`config.mk`:
```
export PLATFORM = sky130hd
export DESIGN_NAME = mem_port_arbiter
export DESIGN_NICKNAME = d
export VERILOG_FILES = /design/src/rtl/mem_port_arbiter.sv
export SDC_FILE = /design/constraint.sdc
export NUM_CORES = 1
export LEC_CHECK = 0
export BUFFER_PORTS_ARGS = -buffer_cell sky130_fd_sc_hd__buf_2
export CAP_MARGIN = 30
export CORE_MARGIN = 4
export CORE_UTILIZATION = 46
export CTS_CLUSTER_DIAMETER = 100
export CTS_CLUSTER_SIZE = 14
export DETAILED_ROUTE_END_ITERATION = 10
export PLACE_DENSITY = 0.87
export SYNTH_ARGS = -nofsm -noshare
export SYNTH_HDL_FRONTEND = slang
export SYNTH_SLANG_ARGS = --single-unit
```
`constraint.sdc`:
```
create_clock -name clk -period 2.3 [get_ports clk]
set_clock_uncertainty 0.05 [all_clocks]
set_input_delay 0.23 -clock clk [delete_from_list [all_inputs] [get_ports clk]]
set_output_delay 0.23 -clock clk [all_outputs]
set_load 0.01 [all_outputs]
```
`src/rtl/mem_port_arbiter.sv`:
```
// mem_port_arbiter
// Shares a single-port memory with a one-cycle registered read between two
// masters: master 0 (CPU fetch/load) and master 1 (debug/program loader).
// One access is in flight at a time; the FSM walks IDLE -> ISSUE -> RESP.
// Optional feature macro: MEM_ARB_RR_EN selects round-robin tie breaking.
// Without it, master 0 wins every simultaneous request.
//
// Handshake: a master raises req with we/addr/wdata stable and holds them
// until gnt. gnt is a one-cycle pulse in the cycle the access is presented to
// the memory. Requests are sampled only while the arbiter is idle, so a req
// still high in the cycle after gnt is arbitrated again as a new access. Read
// data returns as a one-cycle rvalid pulse with rdata. There is no
// backpressure on the return, and rdata holds until the next return.
module mem_port_arbiter #(
  parameter int AW = 16,
  parameter int DW = 16
) (
  input  logic          clk,
  input  logic          reset,
  input  logic          m0_req,
  input  logic          m0_we,
  input  logic [AW-1:0] m0_addr,
  input  logic [DW-1:0] m0_wdata,
  output logic          m0_gnt,
  output logic          m0_rvalid,
  output logic [DW-1:0] m0_rdata,
  input  logic          m1_req,
  input  logic          m1_we,
  input  logic [AW-1:0] m1_addr,
  input  logic [DW-1:0] m1_wdata,
  output logic          m1_gnt,
  output logic          m1_rvalid,
  output logic [DW-1:0] m1_rdata,
  output logic [AW-1:0] mem_addr,
  output logic [DW-1:0] mem_data,
  output logic          mem_we,
  input  logic [DW-1:0] mem_q,
  output logic          arb_busy,
  output logic [1:0]    dbg_state
);

  typedef enum logic [1:0] {
    IDLE  = 2'd0,
    ISSUE = 2'd1,
    RESP  = 2'd2
  } state_t;

  state_t state;
  logic   cur_master;  // master owning the access in flight
  logic   cur_we;      // access in flight is a write
  logic   pick;        // winner when arbitrating in IDLE
`ifdef MEM_ARB_RR_EN
  logic   last_grant;  // master granted most recently
`endif

  // Select the winning master from the current requests.
  always_comb begin
    pick = 1'b0;
`ifdef MEM_ARB_RR_EN
    if (m0_req && m1_req) pick = ~last_grant;
    else                  pick = m1_req;
`else
    pick = ~m0_req;
`endif
  end

  // Access sequencer: arbitrate, present the access for one cycle, return read data.
  always_ff @(posedge clk or posedge reset) begin
    if (reset) begin
      state      <= IDLE;
      cur_master <= 1'b0;
      cur_we     <= 1'b0;
      mem_addr   <= '0;
      mem_data   <= '0;
      mem_we     <= 1'b0;
      m0_gnt     <= 1'b0;
      m1_gnt     <= 1'b0;
      m0_rvalid  <= 1'b0;
      m1_rvalid  <= 1'b0;
      m0_rdata   <= '0;
      m1_rdata   <= '0;
`ifdef MEM_ARB_RR_EN
      last_grant <= 1'b1;
`endif
    end else begin
      m0_rvalid <= 1'b0;
      m1_rvalid <= 1'b0;
      case (state)
        IDLE: begin
          mem_we <= 1'b0;
          if (m0_req || m1_req) begin
            cur_master <= pick;
            if (pick) begin
              mem_addr <= m1_addr;
              mem_data <= m1_wdata;
              mem_we   <= m1_we;
              cur_we   <= m1_we;
              m1_gnt   <= 1'b1;
            end else begin
              mem_addr <= m0_addr;
              mem_data <= m0_wdata;
              mem_we   <= m0_we;
              cur_we   <= m0_we;
              m0_gnt   <= 1'b1;
            end
`ifdef MEM_ARB_RR_EN
            last_grant <= pick;
`endif
            state <= ISSUE;
          end
        end
        ISSUE: begin
          // Memory samples addr/data/we at the edge ending this cycle.
          m0_gnt <= 1'b0;
          m1_gnt <= 1'b0;
          mem_we <= 1'b0;
          state  <= cur_we ? IDLE : RESP;
        end
        RESP: begin
          if (cur_master) begin
            m1_rdata  <= mem_q;
            m1_rvalid <= 1'b1;
          end else begin
            m0_rdata  <= mem_q;
            m0_rvalid <= 1'b1;
          end
          state <= IDLE;
        end
        default: state <= IDLE;
      endcase
    end
  end

  assign arb_busy  = (state != IDLE);
  assign dbg_state = state;

endmodule

```
* After elaboration in Yosys (flattened, before gate mapping)
Cells that the tools add are included.
Storage, ports and cells: logic and storage cells 46, input bits 86, flip-flop bits (word level) 73, output and inout port bits 72
Operators by class: bitwise operators 2, equal/unequal tests 5, reduce and logical (&&, ||, !) cells 9, muxes and demuxes 18
Operator list (number):
- 16-bit two-way mux | 2
- 1-bit two-way mux | 10
- 2-bit != test, second input constant | 3
- 1-bit one-hot mux with 2 select lines | 3
- 2-bit AND reduction | 3
- 3-bit AND reduction | 2
- 2-bit two-way mux | 2
- 2-bit one-hot mux with 2 select lines | 1
- 2-bit nonzero test | 2
- 2-bit by 1-bit equality test with 1-bit output, second input constant | 1
- 2-bit equality test, second input constant | 1
- 2-bit logical NOT | 1
- 1-bit NOT | 2
- 1-bit logical OR | 1

* Depth between registers and ports, before layout
Gate-level depths: netlist (run 1).
depth after elaboration 3, mapped depth 5, depth with buffers taken out 4

* Worst setup path before layout (run 1)
No wires, ideal clock.
kind register to register, from register state[1] (netlist: dbg_state[1]), to register m0_rdata[0], required time 2.125 ns, library setup time 0.125 ns, slack 0.751 ns, arrival 1.373 ns, stages on the path, launching flop included 5, period minus slack after synthesis 1.549 ns, path through dfrtp_1 -> inv_2 -> nor3_4 -> buf_12 -> mux2_4
Between the ends: word-level cells in the longest chain between the ends 2
Ends and longest elaborated chain:
- from (decl) | line 48 | state_t state;
- from (signal assigned) | line 117 | state <= cur_we ? IDLE : RESP;
- 2-bit equality test | line 88 | case (state)
- 2-bit AND reduction (no source line)
- to (signal assigned) | line 124 | m0_rdata <= mem_q;
- to (decl) | line 26 | output logic [DW-1:0] m0_rdata,
No other way between the ends. A chain may end at the register's enable or synchronous reset.

* Worst setup path after layout (run 1)
from register state[1] (netlist: dbg_state[1]), to register mem_data[7]
Between the ends: word-level cells in the longest chain between the ends 2
Ends and longest elaborated chain:
- 2-bit logical NOT | line 88
- 2-bit AND reduction (no source line)
- to (signal assigned) | line 95 | mem_data <= m1_wdata;
- to (signal assigned) | line 101 | mem_data <= m0_wdata;
- to (decl) | line 35 | output logic [DW-1:0] mem_data,
No other way between the ends.

==> metrics.txt, run 1 <==
status=finished, final reports clean; Synth Flop Type=dfrtp_1; detailed placer's ending HPWL=5560 um; Mapped Cells=201; Num Clock Sinks=73; fin nets=451; CP required=2460 ps; Port Buffer Count=157; RSZ-0062 raised after global routing=no; CP arrival=1910 ps; P_leak=2.11 nW; Die Footprint=8260 um2; clk_lat worst skew=320 ps; slew margin rel.=0.601; VDD IR-drop max=0.000913 V; Yosys reg bits=73; Final Hold Violating Endpoints=0; first-pass GRT wire length=11800 um; reg2reg start=dbg_state[1]$_DFFE_PP0P_; Area growth, synth to finish=34.0%; worst-margin pin slew=597 ps; fin crit share=0.764; Root Driver=clkbuf_8; CTS Buf Count=9; register area share after synthesis=0.578; GR Overflow Total=0; # diodes=0; initial antenna violation count=0; dpl cells=430; Max Transition Viols Final=0; clock slew at reported path FFs=80 ps; Hold Path Stages=2; Initial Util=0.487; vias in the first global route=2412; Setup CP Type=flip-flop to flip-flop; hold_sp=mem_q[9]; final worst-path setup slack=544 ps; final hold slack=93.2 ps; CP Capture Type=flip-flop; Die W=90.9 um; Cell Pwr Density=1330 nW/um2; Finished Layout Cells=447; path depth of the worst reg2reg path=5; GP Congestion=0.733; max cap viols=0; total setup buffers inserted after CTS=0; CP startpoint kind=flip-flop; Via-to-Cell Ratio=4.86; H-tree depth=3; Critical Path Start=dbg_state[1]$_DFFE_PP0P_; Tmin final=1760 ps; all-layer global routing usage=0.180; largest net degree at the start of global routing=46; pre-CTS setup slack=564 ps; Detailed Route Iter0 Violations=75; Synth Net Count=287; mean routed wirelength per cell=16.1 um; Mapped Area=3160 um2; DRC viols=0; EDFF count, synth=0; top cell type by total area after synthesis=dfrtp_1; die extent in y=90.9 um; core area=6490 um2; Yosys cell types=20; CTS tree=yes; Vias=2172; Cell Rows=29; Detail Route Antenna Nets=0; final setup fails=0; Fin Setup TNS=0 ps; syn_area_per_cell=15.7 um2; share of cells above drive strength 1=0.751; 1st-pass router iterations=4; IO Pins=158; CTS max path bufs=2; ys async rst share=1.00; count leader, synth=mux2_2; share of the synthesized area in the top cell type=0.578; top post-synthesis cells by count=86 x mux2_2, 73 x dfrtp_1, 9 x mux2_4; worst min-delay path class=input pin to flip-flop; Max FO, Critical Path=31; yosys warns=0; synth top area cells=dfrtp_1 58%, mux2_2 31%, mux2_4 4.3%, buf_6 1.1%, a21oi_1 0.63%; f_max=569 MHz; final WL=7180 um
-- registers in the layout (all words and copies together), names as in the netlist --
name	flops
cur_we	1
cur_master	1
m1_rvalid	1
m1_gnt	1
dbg_state	2
mem_addr	16
m0_rvalid	1
mem_data	16
mem_we	1
m0_gnt	1
m0_rdata	16
m1_rdata	16
-- repair_timing --
action,4_1_cts,5_1_grt
gates resized for setup,0,0
endpoints found under the hold margin,28,0
hold buffers,1,0
-- worst paths after layout --
check	end	slack (ps)
max	mem_data[7]$_DFFE_PP0P_	540
min	m0_rdata[9]$_DFFE_PP0P_	90
max reg2reg	mem_data[7]$_DFFE_PP0P_	540
min reg2reg	mem_addr[8]$_DFFE_PP0P_	450
max in group asynchronous	mem_we$_DFFE_PP0P_	1070
min in group asynchronous	m0_rvalid$_DFF_PP0_	470
-- critical path: stages (launching register included) --
cell	delay [ps]
dfrtp_1	470
nor2_1	290
o21ai_2	110
inv_2	120
buf_12	200
mux2_2	370
-- layout make-up --
cell class                 instances  area [um2]
clock inverter                     5        55.1
sequential                        73        1830
multi-input combinational        113        1230
tap                               77        96.3
clock buffer                      11         141
timing repair buffer             162         863
inverter                           6        22.5
fill                             476        2260
-- logic make-up after synthesis --
kind of cell           count (synthesis)  share of synthesized area
AOI/OAI and AO/OA                      6                     0.0107
muxes                                 98                      0.359
buffers and inverters                 15                     0.0329
DFF                                   73                      0.578
and+or+nand+nor                        9                     0.0194
-- power by group --
group	total [mW]	internal (mW)	switching, mW
Sequential	2.29	1.93	0.355
Clock	0.968	0.527	0.441
Combinational	2.38	1.28	1.10
-- through the flow --
stage / power (mW) / util / cell area, um2
floorplan: 3.75 / - / 3160
finish: 5.64 / 0.652 / 4240
detailed placement: 4.75 / 0.620 / 4030
global route: 6.00 / 0.652 / 4240
global placement: 4.61 / 0.620 / 4030
CTS: 5.74 / 0.652 / 4240
-- layout by cell type (no fill, tap or decap), drive strengths merged --
cell         synthesis  routed
a21oi                4       4
and2b                1       1
nor2                 4       4
buf                  9     161
o21ai                2       2
dfrtp               73      73
mux2                96      96
nor3                 1       1
nand3b               1       1
nand2                1       1
clkinv               0       2
inv                  6       6
mux2i                2       2
bufinv               0       1
and2                 1       1
clkinvlp             0       2
dlygate4sd3          0       1
clkbuf               0      11
-- per-layer routing --
metal | share of wire | up-vias | GRT usage | routed length [um]
met2 | 0.52 | 99 | 0.311 | 3730
li1 | - | 1036 | - | -
met4 | 0.012 | 0 | 0.0691 | 83
met3 | 0.084 | 8 | 0.0550 | 602
met5 | 0 | - | 0 | 0
met1 | 0.38 | 1029 | 0.209 | 2760
Note: power is estimated with default switching activity, not from simulation.
==> run 2: changes to the inputs <==
--- a/config.mk
+++ b/config.mk
@@ -8,11 +8,11 @@
 export BUFFER_PORTS_ARGS = -buffer_cell sky130_fd_sc_hd__buf_2
 export CAP_MARGIN = 30
 export CORE_MARGIN = 4
-export CORE_UTILIZATION = 46
+export CORE_UTILIZATION = 41
 export CTS_CLUSTER_DIAMETER = 100
 export CTS_CLUSTER_SIZE = 14
 export DETAILED_ROUTE_END_ITERATION = 10
-export PLACE_DENSITY = 0.87
+export PLACE_DENSITY = 0.83
 export SYNTH_ARGS = -nofsm -noshare
 export SYNTH_HDL_FRONTEND = slang
 export SYNTH_SLANG_ARGS = --single-unit
==> constraint.sdc (replaced) <==
create_clock -name clk -period 1.59 [get_ports clk]
set_clock_uncertainty 0.05 [all_clocks]
set_input_delay 0.159 -clock clk [delete_from_list [all_inputs] [get_ports clk]]
set_output_delay 0.159 -clock clk [all_outputs]
set_load 0.01 [all_outputs]
==> run 2 against run 1 <==
  * Combinational power is 52% higher
  * Sequential cell count stayed put
  * Total power is 53% higher
  * Design area is 7.2% higher
  * Via count is 5.1% higher
  * Sequential power is 45% higher
  * Worst setup slack worse by 470 ps
  * First-iteration DRC count is 71% lower
  * Register-to-register slack worse by 470 ps
  * Routed wire length is 1.5% higher
  * Non-clock buffer count is 20 higher
  * Critical path type unchanged
  * Largest cell class unchanged
==> metrics.txt, run 2 (same netlist as run 1, synthesis figures left out) <==
status=finished, final reports clean; CP required=1760 ps (-700 ps); CTS Buf Count=9 (unchanged); VDD IR-drop max=0.000943 V (+3.3%); Placed Area=4140 um2 (+2.8%); detailed placer's ending HPWL=5410 um (-2.6%); CP startpoint kind=flip-flop; clk_lat worst skew=330 ps (about the same); CP Capture Type=flip-flop; final setup fails=0 (unchanged); GR Overflow Total=0 (unchanged); FF+latch area=1830 um2 (unchanged); path depth of the worst reg2reg path=5 (unchanged); core area=7370 um2 (+13%); most frequent cells in the layout=157 x buf_2, 86 x mux2_2, 73 x dfrtp_1, 15 x dlygate4sd3_1, 10 x clkbuf_8; Max Transition Viols Final=0 (unchanged); Die Footprint=9180 um2 (+11%); Die W=95.8 um (+5.4%); 1st-pass router iterations=4 (unchanged); Via-to-Cell Ratio=4.67 (-4.0%); commonest non-fill, non-tap cell in the layout=buf_2; mean routed wirelength per cell=14.9 um (-7.2%); R2R setup slack=70 ps (-470 ps); fin area=4540 um2 (+7.2%); final WL=7290 um (+1.5%); H-tree depth=3 (unchanged); Fin Setup TNS=0 ps (unchanged); fin nets=471 (+4.4%); GP Congestion=0.755 (+3.0%); IO Pins=158 (unchanged); worst min-delay path class=input pin to flip-flop; # diodes=0 (unchanged); DRC viols=0 (unchanged); RSZ-0062 raised after global routing=no; largest net degree at the start of global routing=74 (+61%); all-layer global routing usage=0.160 (-0.0196); Port Buffer Count=157 (unchanged); reg2reg start=dbg_state[0]$_DFFE_PP0P_; Vias=2282 (+5.1%); Detailed Route Iter0 Violations=22 (-71%); first-pass GRT wire length=11100 um (-5.6%); f_max=659 MHz (+16%); worst-margin pin slew=371 ps (-226 ps); Hold Path Stages=2 (unchanged); vias in the first global route=2408 (-0.17%); Final Hold Violating Endpoints=0 (unchanged); clock slew at reported path FFs=80 ps (about the same); Max FO, Critical Path=22 (-29%); Area growth, synth to finish=43.6%; worst min-delay path endpoint=m0_rdata[2]$_DFFE_PP0P_; fin crit share=0.954 (+0.190); CTS max path bufs=2 (unchanged); Detail Route Antenna Nets=0 (unchanged); Tmin final=1520 ps (-240 ps); max cap viols=0 (unchanged); Initial Util=0.429 (-0.0577); Num Clock Sinks=73 (unchanged); slew margin rel.=0.753 (+0.151); initial antenna violation count=0 (unchanged); Cell Pwr Density=1910 nW/um2 (+43%); filler instances=600 (+26%); share of cells above drive strength 1=0.731 (-0.0206); Cell Rows=31 (+6.9%); footprint of the multi-input gates=1230 um2 (+0.20%); Setup CP Type=flip-flop to flip-flop; Root Driver=clkbuf_8; hold_sp=mem_q[2]; CTS tree=yes; CP arrival=1680 ps (-230 ps); R2R Path End=mem_addr[13]$_DFFE_PP0P_; P_leak=2.23 nW (+5.7%); die extent in y=95.8 um (+5.4%)
## run 2: changes by cell type in the layout (fill, tap and decap cells not counted), moves of 2 or more
| cell | previous run | this run |
|---|---|---|
| buf_12 | 3 | 6 |
| buf_4 | 1 | 4 |
| dlygate4sd3_1 | 1 | 15 |
| bufinv_16 | 1 | 3 |
## run 2: cell type report
| cell class | count | area share |
|---|---|---|
| clock buffer | 11 | 0.0311 |
| clock inverter | 5 | 0.0226 |
| inverter | 6 | 0.00579 |
| multi-input combinational | 113 | 0.271 |
| sequential | 73 | 0.402 |
| tap | 99 | 0.0273 |
| timing repair buffer | 182 | 0.239 |
## run 2: per-layer routing
metal / vias up / GRT usage / part of all wire
met2: 102 / 0.291 / 0.51
met4: 0 / 0.0616 / 0.013
li1: 1073 / - / -
met3: 9 / 0.0493 / 0.099
met5: - / 0 / 0
met1: 1098 / 0.174 / 0.38
## run 2: critical path, cell delays in order, from the launching register on
cell and delay (ps):
dfrtp_1 460, nor2_2 170, o21ai_2 80, inv_2 110
buf_12 170, mux2_2 350
## run 2: worst max-delay path by stage
stage                     depth (start not counted)                  endpoint                     start  slack [ps]
final                                             5  mem_addr[13]$_DFFE_PP0P_  dbg_state[0]$_DFFE_PP0P_          70
after detailed placement                          5   mem_addr[5]$_DFFE_PP0P_  dbg_state[0]$_DFFE_PP0P_          50
after global routing                              5   mem_addr[6]$_DFFE_PP0P_  dbg_state[0]$_DFFE_PP0P_           6
after global placement                            5   mem_addr[5]$_DFFE_PP0P_  dbg_state[0]$_DFFE_PP0P_         130
after floorplan                                   4   m0_rdata[0]$_DFFE_PP0P_  dbg_state[1]$_DFFE_PP0P_          40
after CTS                                         5  mem_addr[14]$_DFFE_PP0P_  dbg_state[0]$_DFFE_PP0P_          40
## run 2: report_power, final
group	total, mW	internal (mW)	switching [mW]
clock	1.74	1.08	0.660
sequential	3.31	2.80	0.511
combinational	3.61	2.01	1.60
total	8.66	5.89	2.77
## run 2: timing repair
item                                    in CTS  in global routing
hold endpoints to repair                    92                  1
hold buffers                                14                  1
endpoints found under the setup margin       0                 18
setup buffers                                0                  0
resized for setup                            0                  1
## run 2: stage by stage
stage | std cells | power (mW) | worst slack (ps) | hold WS [ps] | util
after floorplan | 201 | 5.43 | 41.4 | 257 | -
after global placement | 458 | 6.81 | 127 | 240 | 0.562
after detailed placement | 458 | 6.98 | 51.7 | 248 | 0.562
after CTS | 488 | 8.77 | 43.2 | 1.04 | 0.614
after global routing | 489 | 9.22 | 6.02 | 7.30 | 0.616
final | 489 | 8.66 | 73.6 | 25.7 | 0.616
